==> src/rtl/delay_timer_pkg.sv <==
// delay_timer_pkg: shared types, widths and the rotate-priority pick used by
// the delay timer arbiter. Optional feature macro: DELAY_TIMER_PRESCALE_EN
// (handled in the top module).
package delay_timer_pkg;

  localparam int DT_WIDTH   = 7;
  localparam int DT_MAX_REQ = 8;

  typedef enum logic [1:0] {
    IDLE = 2'd0,
    RUN  = 2'd1,
    DONE = 2'd2
  } dt_state_t;

  // Rotate-priority select over up to 8 requesters: scans ptr, ptr+1, ...
  // (mod nreq) and returns {found, index} of the first set request bit.
  function automatic logic [3:0] rr_pick(input logic [7:0] req,
                                         input logic [2:0] ptr,
                                         input logic [3:0] nreq);
    logic [3:0] pos;
    logic [3:0] res;
    res = 4'd0;
    for (int k = 0; k < DT_MAX_REQ; k++) begin
      pos = {1'b0, ptr} + 4'(k);
      if (pos >= nreq) begin
        pos = pos - nreq;
      end else begin
        pos = pos;
      end
      if ((4'(k) < nreq) && !res[3] && req[pos[2:0]]) begin
        res = {1'b1, pos[2:0]};
      end else begin
        res = res;
      end
    end
    return res;
  endfunction

endpackage

==> src/rtl/rr_arbiter.sv <==
// rr_arbiter: combinational round-robin pick. Given the request vector and
// the rotating priority pointer, produces the one-hot grant candidate, its
// index and a valid flag. Holds no state.
module rr_arbiter
  import delay_timer_pkg::*;
#(
  parameter int NREQ = 4,
  parameter int PW   = (NREQ > 1) ? $clog2(NREQ) : 1
) (
  input  logic [NREQ-1:0] req,
  input  logic [PW-1:0]   pointer,
  output logic [NREQ-1:0] gnt_next,
  output logic [PW-1:0]   index,
  output logic            valid
);

  logic [7:0] req_w;
  logic [2:0] ptr_w;
  logic [3:0] pick_unused_s;

  // Widen to the package function's fixed width, pick and decode to one-hot.
  always_comb begin
    req_w             = 8'd0;
    req_w[NREQ-1:0]   = req;
    ptr_w             = 3'd0;
    ptr_w[PW-1:0]     = pointer;
    pick_unused_s     = rr_pick(req_w, ptr_w, 4'(NREQ));
    valid             = pick_unused_s[3];
    index             = pick_unused_s[PW-1:0];
    gnt_next          = '0;
    if (pick_unused_s[3]) begin
      gnt_next[index] = 1'b1;
    end else begin
      gnt_next        = '0;
    end
  end

endmodule

==> src/rtl/delay_timer_arbiter.sv <==
// delay_timer_arbiter: one shared up-counter time-multiplexed between NREQ
// requesters. The round-robin winner gets its tick count latched, the counter
// runs 0..target while its grant is held, then a one-cycle done pulse follows.
// Optional macro DELAY_TIMER_PRESCALE_EN adds a tick_en input that gates
// counter increments (the completion compare still runs every cycle).
module delay_timer_arbiter
  import delay_timer_pkg::*;
#(
  parameter int NREQ  = 4,
  parameter int WIDTH = DT_WIDTH
) (
  input  logic                  CLK,
  input  logic                  Reset,
`ifdef DELAY_TIMER_PRESCALE_EN
  input  logic                  tick_en,
`endif
  input  logic [NREQ-1:0]       req,
  input  logic [NREQ*WIDTH-1:0] req_ticks,
  output logic [NREQ-1:0]       gnt,
  output logic [NREQ-1:0]       done,
  output logic                  busy,
  output logic [WIDTH-1:0]      cnt
);

  localparam int PW = (NREQ > 1) ? $clog2(NREQ) : 1;

  dt_state_t        state_q, state_d;
  logic [PW-1:0]    ptr_q, ptr_d;
  logic [PW-1:0]    idx_q, idx_d;
  logic [WIDTH-1:0] target_q, target_d;
  logic [WIDTH-1:0] cnt_q, cnt_d;
  logic [NREQ-1:0]  gnt_q, gnt_d;
  logic [NREQ-1:0]  done_q, done_d;
  logic             busy_q, busy_d;

  logic [NREQ-1:0]  arb_gnt_s;
  logic [PW-1:0]    arb_idx_s;
  logic             arb_valid_s;
  logic             step_s;
  logic [PW-1:0]    ptr_next_s;

  rr_arbiter #(.NREQ(NREQ), .PW(PW)) u_arb (
    .req      (req),
    .pointer  (ptr_q),
    .gnt_next (arb_gnt_s),
    .index    (arb_idx_s),
    .valid    (arb_valid_s)
  );

`ifdef DELAY_TIMER_PRESCALE_EN
  assign step_s = tick_en;
`else
  assign step_s = 1'b1;
`endif

  // Priority moves to the requester just after the one that held the counter.
  assign ptr_next_s = (idx_q == PW'(NREQ - 1)) ? '0 : idx_q + PW'(1);

  // Next-state logic for the arbitration / run / done sequence.
  always_comb begin
    state_d  = state_q;
    ptr_d    = ptr_q;
    idx_d    = idx_q;
    target_d = target_q;
    cnt_d    = cnt_q;
    gnt_d    = gnt_q;
    done_d   = '0;
    busy_d   = busy_q;
    case (state_q)
      IDLE: begin
        if (arb_valid_s) begin
          state_d  = RUN;
          idx_d    = arb_idx_s;
          target_d = req_ticks[int'(arb_idx_s) * WIDTH +: WIDTH];
          cnt_d    = '0;
          gnt_d    = arb_gnt_s;
          busy_d   = 1'b1;
        end else begin
          gnt_d    = '0;
          cnt_d    = '0;
          busy_d   = 1'b0;
        end
      end
      RUN: begin
        if (!req[idx_q]) begin
          // Winner withdrew: release the counter without a done pulse.
          state_d = IDLE;
          gnt_d   = '0;
          cnt_d   = '0;
          busy_d  = 1'b0;
          ptr_d   = ptr_next_s;
        end else if (cnt_q == target_q) begin
          state_d = DONE;
          gnt_d   = '0;
          done_d  = gnt_q;
          cnt_d   = '0;
          ptr_d   = ptr_next_s;
        end else if (step_s) begin
          cnt_d   = cnt_q + WIDTH'(1);
        end else begin
          cnt_d   = cnt_q;
        end
      end
      DONE: begin
        state_d = IDLE;
        gnt_d   = '0;
        cnt_d   = '0;
        busy_d  = 1'b0;
      end
      default: begin
        state_d = IDLE;
        gnt_d   = '0;
        cnt_d   = '0;
        busy_d  = 1'b0;
      end
    endcase
  end

  // State and output registers, cleared asynchronously by Reset.
  always_ff @(posedge CLK or posedge Reset) begin
    if (Reset) begin
      state_q  <= IDLE;
      ptr_q    <= '0;
      idx_q    <= '0;
      target_q <= '0;
      cnt_q    <= '0;
      gnt_q    <= '0;
      done_q   <= '0;
      busy_q   <= 1'b0;
    end else begin
      state_q  <= state_d;
      ptr_q    <= ptr_d;
      idx_q    <= idx_d;
      target_q <= target_d;
      cnt_q    <= cnt_d;
      gnt_q    <= gnt_d;
      done_q   <= done_d;
      busy_q   <= busy_d;
    end
  end

  assign gnt  = gnt_q;
  assign done = done_q;
  assign busy = busy_q;
  assign cnt  = cnt_q;

endmodule

==> config.mk <==
export PLATFORM = sky130hd
export DESIGN_NAME = delay_timer_arbiter
export DESIGN_NICKNAME = d
export VERILOG_FILES = /design/src/rtl/delay_timer_pkg.sv /design/src/rtl/rr_arbiter.sv /design/src/rtl/delay_timer_arbiter.sv
export SDC_FILE = /design/constraint.sdc
export NUM_CORES = 1
export LEC_CHECK = 0
export ABC_CLOCK_PERIOD_IN_PS = 2200
export CORE_ASPECT_RATIO = 1.75
export CORE_MARGIN = 4
export CORE_UTILIZATION = 42
export DETAILED_ROUTE_END_ITERATION = 10
export GPL_ROUTABILITY_DRIVEN = 1
export HOLD_SLACK_MARGIN = 0.02
export MAX_ROUTING_LAYER = met4
export PLACE_DENSITY = 0.75
export SYNTH_ARGS = -nofsm -noshare
export SYNTH_HDL_FRONTEND = slang
export SYNTH_HIERARCHICAL = 1
export SYNTH_SLANG_ARGS = --single-unit
==> constraint.sdc <==
create_clock -name CLK -period 2.2 [get_ports CLK]
set_input_delay 0.44 -clock CLK [delete_from_list [all_inputs] [get_ports CLK]]
set_output_delay 0.44 -clock CLK [all_outputs]
set_load 0.02 [all_outputs]
# Yosys cells after proc, flatten, opt, wreduce, memory -nomap -nowiden

Index checks and enable logic that the tools add are counted.

Output and inout bits: 16
Input port bits: 34
Register bits after elaboration: 29

Equality and inequality tests: 7
Add/sub/neg operators: 9
Multiply operators: 1
Reductions and logical operators: 11
Muxes and demuxes: 40
Order comparisons: 11
Shift-type cells: 1

Operators with widths:

| kind                  | number |
|---|---|
| $mux W4               | 10 |
| $shiftx A28 B6 Y7     | 1 |
| $mux W7               | 3 |
| $lt A3 B4 Y1 const B  | 4 |
| $bmux W1 S3           | 4 |
| $ge A4 B3 Y1 const B  | 3 |
| $mux W2               | 6 |
| $mux W3               | 4 |
| $sub A3 B3 Y3 const B | 3 |
| $mux W1               | 8 |
| $pmux W4 S2           | 1 |
| $add A7 B1 Y7 const B | 1 |
| $eq A7 B7 Y1          | 1 |
| $add A2 B2 Y3 const B | 2 |
| $lt A2 B3 Y1 const B  | 2 |
| $reduce_and A2 Y1     | 3 |
| $mul A2 B3 Y5 const B | 1 |
| $logic_and A1 B1 Y1   | 4 |
| $ne A2 B1 Y1 const B  | 2 |
| $pmux W2 S2           | 1 |
| $add A2 B1 Y3 const B | 1 |
| $ge A2 B3 Y1 const B  | 1 |
| $logic_not A1 Y1      | 3 |
| $ne A3 B3 Y1 const B  | 1 |
| 10 further kinds      | 10 |

# Logic depth before layout (Yosys ltp)

Depth in word-level cells: 20
Mapped depth: 7
Mapped depth without buffers: 5

# Hierarchy

Netlist, hierarchy kept.

By module, submodules not included:

| module              | instances | area each (um2) | cells an instance | sequential area each (um2) |
|---|---|---|---|---|
| delay_timer_arbiter | 1         | 1445.1          | 114               | 725.7 |
| rr_arbiter          | 1         | 182.7           | 32                | 0.0 |

# Least setup slack after synthesis

OpenSTA, ideal clock, no wires.

Path kind: input to register
From: input port req[1]
To: register target_q[0]
Data arrival time: 2147 ps
Setup time: 125 ps
Path slack: -71 ps
Cell stages on the path: 7
Required time: 2075 ps
Path buffers: 2
Cells stage by stage: buf_2 -> nand2b_1 -> a21oi_1 -> a211oi_2 -> clkbuf_1 -> mux4_2 -> mux2_2

Word-level cells in the longest chain between the ends: 14

RTL lines:

| item                          | RTL line                   | RTL |
|---|---|---|
| start, declared               | delay_timer_arbiter.sv:17  | `input logic [NREQ-1:0] req,` |
| $bmux W1 S3                   | delay_timer_pkg.sv:30      | `if ((4'(k) < nreq) && !res[3] && req[pos[2:0]]) begin` |
| $mux W1 (not written as such) | delay_timer_pkg.sv:30      |  |
| $mux W4                       | delay_timer_pkg.sv:30      |  |
| $logic_not A1 Y1              | delay_timer_pkg.sv:30      |  |
| $logic_and A1 B1 Y1           | delay_timer_pkg.sv:30      |  |
| $mux W4                       | delay_timer_pkg.sv:30      |  |
| $logic_not A1 Y1              | delay_timer_pkg.sv:30      |  |
| $logic_and A1 B1 Y1           | delay_timer_pkg.sv:30      |  |
| $mux W4                       | delay_timer_pkg.sv:30      |  |
| $logic_not A1 Y1              | delay_timer_pkg.sv:30      |  |
| $logic_and A1 B1 Y1           | delay_timer_pkg.sv:30      |  |
| $mux W4 *                     | delay_timer_pkg.sv:30      |  |
| named net arb_idx_s[0]        | delay_timer_arbiter.sv:37  | `logic [PW-1:0] arb_idx_s;` |
| $mul A2 B3 Y5 *               | delay_timer_arbiter.sv:74  | `target_d = req_ticks[int'(arb_idx_s) * WIDTH +: WIDTH];` |
| $shiftx A28 B6 Y7 *           | delay_timer_arbiter.sv:74  |  |
| end signal, assigned          | delay_timer_arbiter.sv:134 | `target_q <= target_d;` |
| end, declared                 | delay_timer_arbiter.sv:30  | `logic [WIDTH-1:0] target_q, target_d;` |

Mark *: on every way through the listed nets, which the timed path passes. The rest lies on a longest branch. The select of a mux whose other input is x is not followed.
A chain may end at the register's enable or synchronous reset.

# Worst setup path after layout

From: input port req[1]
To: register target_q[1]

The elaborated chain is that of the path after synthesis.

==> results.toml <==
[pwr]
combinational_group_share_of_total_power = 0.501
cellPowerDensity_mw_per_mm2 = 1110
netSwitchingPower_uw = 934.1
clock_power_share = 0.167
power.share.sequential = 0.333
power.switching_fraction = 0.3567
power.ir.vdd_worst_v = 0.0008010
internal-power_uw = 1684
power_leakage_uw = 0.001013

[global_routing]
initial_antenna_violation_count = 0
gr-total-overflow = 0
gr-usage-met3 = 0.04793
grt_pass1_vias = 1482
grt_max_degree = 30
grtUsageMet1 = 0.1845
grt-busiest-layer = "met2"
grt_use_total = 0.1883
first_pass_grt_wire_length_mm = 6.672
gr-usage-met2 = 0.3281

[timing]
max-slew-margin-rel = 0.7315
final.period_utilization = 0.9719
fmax_ghz = 0.4677
hold_viol = 0
period_minus_slack_ns = 2.138
finClkSkew_ns = 0.006339
unrepaired_setup_endpoints_after_global_routing = "no"
fin_hold_ws_ns = 0.4816
report.final.setup_viol = 0
tightest_slew_ns = 0.4027
finalMaxSlewViolations = 0

[synth]
async_reset_ff_frac = 1.000
yosys_most_used_dff = "sky130_fd_sc_hd__dfrtp_1"
synth_top_cells_by_area = "sky130_fd_sc_hd__dfrtp_1 (45%), sky130_fd_sc_hd__mux4_2 (11%), sky130_fd_sc_hd__mux2_2 (6.2%), sky130_fd_sc_hd__xnor2_1 (5.4%), sky130_fd_sc_hd__nor2_1 (3.2%)"
count_of_flip_flops_with_a_built_in_enable_after_synthesis = 0
synth_compound_gate_area_share = 0.08455
area_share_of_and_or_nand_nor_cells_after_synthesis = 0.1445
synth_top_family_by_area = "multiplexers"
synth.yosys.warnings = 6
syn_area_per_cell_um2 = 11.15
synthMuxAreaShare = 0.1914
netlist.area_leader.share = 0.4458
syn-cell-area_mm2 = 0.001628
synth-seq-cells = 29
post_synth_most_frequent_cells = "sky130_fd_sc_hd__dfrtp_1 (29), sky130_fd_sc_hd__nor2_1 (14), sky130_fd_sc_hd__inv_1 (11), sky130_fd_sc_hd__nand2_1 (11), sky130_fd_sc_hd__xnor2_1 (10)"
yosysMostFrequentCell = "sky130_fd_sc_hd__dfrtp_1"
synth-xor-area-share = 0.06995
synth_adder_area_share = 0.01537
yosys.cell_types.count = 38
synth-seq-area-share = 0.4458
postSynthNetCount = 182
synth.largest_area_cell = "sky130_fd_sc_hd__dfrtp_1"
syn_inst = 146

[cts]
holdBufCountCts = 0
numClockSinks = 29
tritoncts = "yes"
cts.htree.levels = 2
cts-root-to-sink-buffers = 2
clock-root-buffer = "sky130_fd_sc_hd__clkbuf_8"
clk-insertion-delay-late_ns = 0.28
clk_pin_slew_ns = 0.06
cts_inserted_buffers = 5

[routing]
detailed_route_wire_length_mm = 4.053
drt_iter0_markers = 39
drc = 0
antenna_left = 0
routed-via-count = 1378
via_density_per_instance = 5.362
detailedRoute.firstPassIterationCount = 4
wl_per_cell_um = 15.77

[worst_setup_path]
worst_setup_path_start_kind = "input pin"
critPathMaxFanout = 8
worstSetupEndpointType = "register"
critPathRequiredTime_ns = 2.36
critical_path_class = "in -> reg"
timing.critical_path.arrival_ns = 2.30
regToRegSetupSlack_ns = 0.17

[job]
maxCapViolCount = 0

[place]
detailed_place_hpwl_mm = 3.256
port_buffers = 49
dpl_cell_area_mm2 = 0.002256
globalplace.congestion = 0.8369

[layout]
final_util = 0.6373
syn_to_final_growth_pct = 44.89
post_route_cells_drive_above_1_share = 0.2322
final_design_area_no_fill_mm2 = 0.002359
antennaDiodeCount = 0
design.final.nets = 247

[floorplan]
num_rows = 29
floorplan.initialDensity = 0.4398
height_of_the_chip_um = 90.36
placeableCoreArea_mm2 = 0.003701
die_area_mm2 = 0.004975
die_width_um = 55.06
top_level_ports = 50

[worst_hold_path]
min-delay-path-class = "reg -> reg"

[run_status]
run_status = "completed"
## metal layers
layer | wire (um) | vias to the layer above
li1 | - | 639
met1 | 1360 | 690
met3 | 209 | 9
met2 | 2395 | 40
met5 | 0 | -
met4 | 87 | 0
## registers in the layout, indices dropped and copies added (netlist names)
signal and cells:
target_q 7, idx_q 2, gnt 4, busy 1
state_q 2, cnt 7, ptr_q 2, done 4
## cells in the final DEF (no fill, tap or decap), types with 2 or more instances in the layout
cell type / synthesis / routed
sky130_fd_sc_hd__a21oi_1: 4 / 4
sky130_fd_sc_hd__buf_4: 2 / 15
sky130_fd_sc_hd__clkbuf_8: 0 / 6
sky130_fd_sc_hd__clkdlybuf4s50_1: 0 / 47
sky130_fd_sc_hd__dfrtp_1: 29 / 29
sky130_fd_sc_hd__dlymetal6s2s_1: 0 / 2
sky130_fd_sc_hd__ha_1: 2 / 2
sky130_fd_sc_hd__inv_1: 11 / 11
sky130_fd_sc_hd__mux2_2: 9 / 9
sky130_fd_sc_hd__mux2_4: 2 / 2
sky130_fd_sc_hd__mux4_2: 8 / 8
sky130_fd_sc_hd__nand2_1: 11 / 11
sky130_fd_sc_hd__nand2b_1: 2 / 2
sky130_fd_sc_hd__nand3_1: 3 / 3
sky130_fd_sc_hd__nor2_1: 14 / 14
sky130_fd_sc_hd__nor3_1: 3 / 3
sky130_fd_sc_hd__nor4_1: 4 / 4
sky130_fd_sc_hd__o21ai_0: 7 / 7
sky130_fd_sc_hd__xnor2_1: 10 / 10
sky130_fd_sc_hd__xor2_1: 3 / 3
## path summary, 6_finish.rpt
| path | from | to | cells past startpoint |
|---|---|---|---|
| max | req[1] | target_q[1] | 7 |
| min | busy | busy | 2 |
| max reg2reg | ptr_q[1] | target_q[1] | 5 |
| min reg2reg | busy | busy | 2 |
| max in group asynchronous | Reset | target_q[5] | 3 |
| min in group asynchronous | Reset | state_q[0] | 3 |
## metrics by stage
stage | std cells | power, uW | TNS [ns] | setup WS, ns
final | 257 | 2618 | 0 | 0.06187
after CTS | 256 | 2628 | 0 | 0.01278
after global placement | 249 | 2096 | -2.467 | -0.2276
after detailed placement | 249 | 2177 | -3.298 | -0.2783
after floorplan | 146 | 1733 | 0 | 0.1109
after global routing | 257 | 2795 | 0 | 0.007535
## critical path, cell delays in order
cell	delay [ns]
sky130_fd_sc_hd__clkdlybuf4s50_1	0.47
sky130_fd_sc_hd__nand2b_1	0.10
sky130_fd_sc_hd__a21oi_1	0.08
sky130_fd_sc_hd__a211oi_2	0.24
sky130_fd_sc_hd__buf_6	0.19
sky130_fd_sc_hd__mux4_2	0.51
sky130_fd_sc_hd__mux2_2	0.27
## kinds of logic after synthesis
logic type,after synthesis
DFF,29
buffers and inverters,18
adders and majority gates,2
muxes,19
xor gates and xnor gates,13
AOI/OAI and AO/OA,19
and+or+nand+nor,46
## cell type report
class	instances	area, um2
Tap cell	46	57.56
Timing Repair Buffer	65	619.3
Clock buffer	7	86.33
Sequential cell	29	725.7
Multi-Input combinational cell	99	828.3
Inverter	11	41.29
Fill cell	308	1343
## power groups by stage
stage,clock (uW),sequential [uW],combinational (uW)
6_report,436,871,1310
5_1_grt,473,892,1430
4_1_cts,448,870,1310
3_5_place_dp,0,880,1300
3_3_place_gp,0,861,1240
2_1_floorplan,0,889,843
## timing repair
action	CTS	global route
setup endpoints to repair	0	7
buffers inserted	0	1
gates resized for setup	0	3
(Power assumes the default switching activity.)
